--- src/rtl/misr_compactor.sv ---
// ---------------------------------------------------------------------------
// misr_compactor
//
// Multiple-input signature register used as the response compactor at the
// back end of a BIST harness. A capture run starts from a loadable seed,
// folds num_patterns valid response words into a Galois-style signature and
// then compares the result against a golden value.
//
// Parameters:
//   WIDTH     - signature width (>= 2)
//   IN_WIDTH  - response word width (1 .. WIDTH)
//   POLY      - feedback taps; bit i set XORs the feedback bit into stage i
//   CNT_WIDTH - pattern counter width
//
// Ports:
//   clock        in   rising-edge clock
//   reset        in   asynchronous, active-high reset
//   start        in   one-cycle pulse: load seed and begin a capture run
//   seed         in   initial signature, sampled with start
//   num_patterns in   number of words to compact, sampled with start
//   golden       in   expected signature, sampled with start
//   data_valid   in   qualifies data_in
//   data_in      in   response word from the circuit under test
//   signature    out  current signature register
//   count        out  words compacted in the current run
//   busy         out  high while capturing
//   done         out  high once the run has finished
//   pass         out  final signature matched golden (only while done)
// ---------------------------------------------------------------------------
module misr_compactor #(
  parameter int               WIDTH     = 16,
  parameter int               IN_WIDTH  = 8,
  parameter logic [WIDTH-1:0] POLY      = 16'h1021,
  parameter int               CNT_WIDTH = 16
) (
  input  logic                 clock,
  input  logic                 reset,
  input  logic                 start,
  input  logic [WIDTH-1:0]     seed,
  input  logic [CNT_WIDTH-1:0] num_patterns,
  input  logic [WIDTH-1:0]     golden,
  input  logic                 data_valid,
  input  logic [IN_WIDTH-1:0]  data_in,
  output logic [WIDTH-1:0]     signature,
  output logic [CNT_WIDTH-1:0] count,
  output logic                 busy,
  output logic                 done,
  output logic                 pass
);

  typedef enum logic [1:0] {
    IDLE = 2'd0,
    RUN  = 2'd1,
    DONE = 2'd2
  } state_t;

  state_t               state;
  logic [CNT_WIDTH-1:0] target;
  logic [WIDTH-1:0]     golden_q;
  logic [WIDTH-1:0]     data_ext;
  logic [WIDTH-1:0]     next_sig;
  logic                 last_word;

  // Next signature value: shift left by one stage, inject the MSB back into
  // every tapped stage, and fold in the response word zero-extended to the
  // full signature width. Computed every cycle; the FSM decides when to use it.
  always_comb begin
    data_ext                 = '0;
    data_ext[IN_WIDTH-1:0]   = data_in;
    next_sig = {signature[WIDTH-2:0], 1'b0}
             ^ (POLY & {WIDTH{signature[WIDTH-1]}})
             ^ data_ext;
  end

  // The word arriving now is the final one of the run when the counter is
  // one short of the target. target is never zero in RUN, so the subtract
  // cannot wrap.
  always_comb begin
    last_word = (count == (target - CNT_WIDTH'(1)));
  end

  // Run-control FSM. start wins over everything else in every state so a
  // run can be restarted at any time, and the word presented alongside it is
  // dropped. busy, done and pass are registered together with the state so
  // they all change on the same edge. pass is captured on the DONE entry
  // edge; for an empty run the seed itself is the final signature, and the
  // golden input is compared directly because golden_q loads on that edge.
  always_ff @(posedge clock or posedge reset) begin
    if (reset) begin
      state     <= IDLE;
      signature <= '0;
      count     <= '0;
      target    <= '0;
      golden_q  <= '0;
      busy      <= 1'b0;
      done      <= 1'b0;
      pass      <= 1'b0;
    end else if (start) begin
      signature <= seed;
      count     <= '0;
      target    <= num_patterns;
      golden_q  <= golden;
      if (num_patterns == '0) begin
        state <= DONE;
        busy  <= 1'b0;
        done  <= 1'b1;
        pass  <= (seed == golden);
      end else begin
        state <= RUN;
        busy  <= 1'b1;
        done  <= 1'b0;
        pass  <= 1'b0;
      end
    end else begin
      case (state)
        RUN: begin
          if (data_valid) begin
            signature <= next_sig;
            count     <= count + CNT_WIDTH'(1);
            if (last_word) begin
              state <= DONE;
              busy  <= 1'b0;
              done  <= 1'b1;
              pass  <= (next_sig == golden_q);
            end
          end
        end
        DONE: begin
          state <= DONE;
        end
        default: begin
          state <= IDLE;
        end
      endcase
    end
  end

endmodule

--- config.mk ---
export PLATFORM = sky130hd
export DESIGN_NAME = misr_compactor
export DESIGN_NICKNAME = d
export VERILOG_FILES = /design/src/rtl/misr_compactor.sv
export SDC_FILE = /design/constraint.sdc
export NUM_CORES = 1
export LEC_CHECK = 0
export CAP_MARGIN = 20
export CORE_UTILIZATION = 45
export DETAILED_ROUTE_END_ITERATION = 12
export PLACE_DENSITY = 0.76
export SYNTH_ARGS = -nofsm -noshare
export SYNTH_HDL_FRONTEND = slang
export SYNTH_SLANG_ARGS = --single-unit
--- constraint.sdc ---
create_clock -name clock -period 2.9 [get_ports clock]
set_input_delay 0.58 -clock clock [delete_from_list [all_inputs] [get_ports clock]]
set_output_delay 0.58 -clock clock [all_outputs]
set_load 0.03 [all_outputs]
==> impl_metrics.json <==
{
  "status": "finished with violations",
  "violations": "setup timing",
  "routabilityCongestion": 0.859,
  "track_usage_pct": 23.2,
  "syn_area_per_cell_um2": 10.1,
  "finClkSkew_ps": 14.0,
  "synth_edf_count": 0,
  "cts_buffers": 9,
  "h-tree-depth": 3,
  "postCtsHoldBufs": 0,
  "syn-num-nets": 448,
  "drv_cap": 0,
  "power_frac_comb_pct": 26.0,
  "worst_pin_slew_ps": 908,
  "path_delay_family": "simple AND/OR/NAND/NOR gates",
  "crit_arrival_ps": 3210,
  "num_io_pins": 95,
  "cts_tree": "yes",
  "pwr-share-seq_pct": 45.6,
  "worstPathRequired_ps": 3140,
  "nNetsFinal": 562,
  "synthCells": 385,
  "pwr-share-clk_pct": 28.5,
  "grt_start_max_net_pins": 88,
  "area_delta_synth_final_pct": 38.7,
  "dpl_cell_area_mm2": 0.00506,
  "core-area_mm2": 0.00826,
  "p_per_area_mw_per_mm2": 457,
  "power.total_w": 0.00245,
  "clk_pin_slew_ps": 80,
  "fin_hold_ws_ps": 500,
  "p_sw_w": 0.000760,
  "worstPathCellList": "or4_4, or4_4, or3_4, o2bb2ai_4, nor4_4, buf_4, a311oi_2, mux2_4",
  "grt_pass1_vias": 3237,
  "die_y_um": 94.8,
  "cts_sinks": 69,
  "gr-total-overflow": 0,
  "ir_drop_v": 0.000238,
  "clockBufferDepth": 2,
  "antenna-diode-count": 0,
  "numPortBuffers": 94,
  "synth_ff_type": "dfrtp_1",
  "row_count": 33,
  "finalSetupViolCount": 3,
  "vias": 3300,
  "slew_viol_final": 0,
  "initial_core_util_pct": 46.9,
  "utilization_pct": 65.1,
  "p_leak_nw": 2.16,
  "rsz0062_at_grt": "yes",
  "swShare_pct": 31.0,
  "slowest_stage": "or4_4",
  "max_freq_ghz": 0.337,
  "hold_path.class": "reg2reg",
  "drive_above_1_share_pct": 19.2,
  "p_int_w": 0.00169,
  "antenna_left": 0,
  "grt_pass1_wl_um": 15800,
  "fin_crit_ps": 2970,
  "drt_iter0_drc": 226,
  "die_area_mm2": 0.00898,
  "crit_type": "reg2reg",
  "wl_per_cell_um": 16.7,
  "ys_seq_area_share_pct": 44.6,
  "dpl.hpwl_um": 7370,
  "dp.cells": 589,
  "fin_crit_sh_pct": 102,
  "syn_area_mm2": 0.00387,
  "slew_headroom_pct": 39.4,
  "cp_max_fo": 5,
  "drcViolationCount": 0,
  "crit_path_max_incr_delay_ps": 580,
  "ys_ff_latch": 69,
  "clock_latency_ps": 350,
  "final_common_cell": "clkdlybuf4s50_1",
  "ys_async_sr_fraction_pct": 100,
  "instances_no_fill": 609,
  "fin_ws_ps": -69.9,
  "critical_path.most_common_cell": "or4_4",
  "path_buf_inv": 1,
  "die_x_um": 94.8,
  "start_kind": "flop",
  "vias_per_cell": 5.42,
  "stdcell_area_mm2": 0.00537,
  "wl_um": 10200,
  "drt_pass1_iterations": 4,
  "synthDistinctLibCells": 44,
  "antenna_found_initial": 0,
  "worstSetupEndpointType": "flop",
  "root_buffer": "clkbuf_8",
  "hold_violations": 0,
  "synth_warnings": 0,
  "layout_common_cells": "93 x clkdlybuf4s50_1, 69 x dfrtp_1, 38 x xor2_1"
}
-- per-stage QoR --
stage	TNS, ps	worst slack [ps]
after global placement	-192	-67.8
after global routing	-310	-117
after CTS	0	3.28
final	-121	-69.9
after detailed placement	-452	-140
after floorplan	0	6.32
-- state kept, by name, indices dropped and copies added (netlist names) --
signal,count
target,16
golden_q,16
signature,16
count,16
busy,1
state,2
done,1
pass,1
-- power groups by stage --
stage	sequential (W)	clock, W	combinational (W)
CTS	0.00111	0.000713	0.000620
global placement	0.00113	0	0.000597
finish	0.00112	0.000699	0.000638
detailed placement	0.00113	0	0.000609
global route	0.00113	0.000747	0.000691
floorplan	0.00118	0	0.000294
-- timing repair --
item	CTS	global route
gates resized for setup	6	18
endpoints found under the setup margin	5	5
pin swaps	6	6
buffers inserted	2	2
-- path summary, 6_finish.rpt --
check | startpoint | endpoint | slack [ps] | cells after the start
max | target[5] | state[1] | -70 | 8
min | busy | busy | 500 | 1
max reg2reg | target[5] | state[1] | -70 | 8
min reg2reg | busy | busy | 500 | 1
max in group asynchronous | reset | target[1] | 1690 | 3
min in group asynchronous | reset | target[8] | 570 | 2
-- routing by layer --
layer	share of wire, %	global-route usage, %
met1	46	32.0
met2	49	36.3
met3	3.5	3.14
met4	1.9	10.4
met5	0	0
-- logic make-up after synthesis --
kind of cell | after synthesis | share of synthesized area (%)
fa+ha+maj | 3 | 0.969
mux | 38 | 10.8
xor+xnor | 71 | 16.1
compound gates | 66 | 10.3
buf+inv | 26 | 2.52
flops | 69 | 44.6
simple gates | 112 | 14.8
-- synth_stat cells, types with 2 or more instances --
cell type,instances,share of area (%)
or3_1,8,1.3
nor3_1,3,0.39
ha_1,3,0.97
xnor2_1,33,7.5
nor4_1,12,1.9
and2_1,2,0.32
nand2_1,30,2.9
nor2_1,25,2.4
dfrtp_1,69,45
mux2_1,2,0.58
nand3b_1,2,0.39
or4_1,4,0.78
inv_1,9,0.87
o21ai_0,30,3.9
mux2i_1,7,1.8
clkbuf_1,16,1.6
a21o_1,3,0.58
mux2_2,29,8.4
a21oi_1,20,2.6
nand3_1,9,1.2
and3_1,3,0.48
nand4_1,7,1.1
xor2_1,38,8.6
-- cell type report --
type / instances / area (um^2)
Fill cell: 683 / 2880
Inverter: 9 / 33.8
Clock inverter: 4 / 23.8
Clock buffer: 12 / 145
Sequential cell: 69 / 1730
Timing Repair Buffer: 120 / 1150
Multi-Input combinational cell: 290 / 2170
Tap cell: 105 / 131
Power figures use the tool's default switching activity.
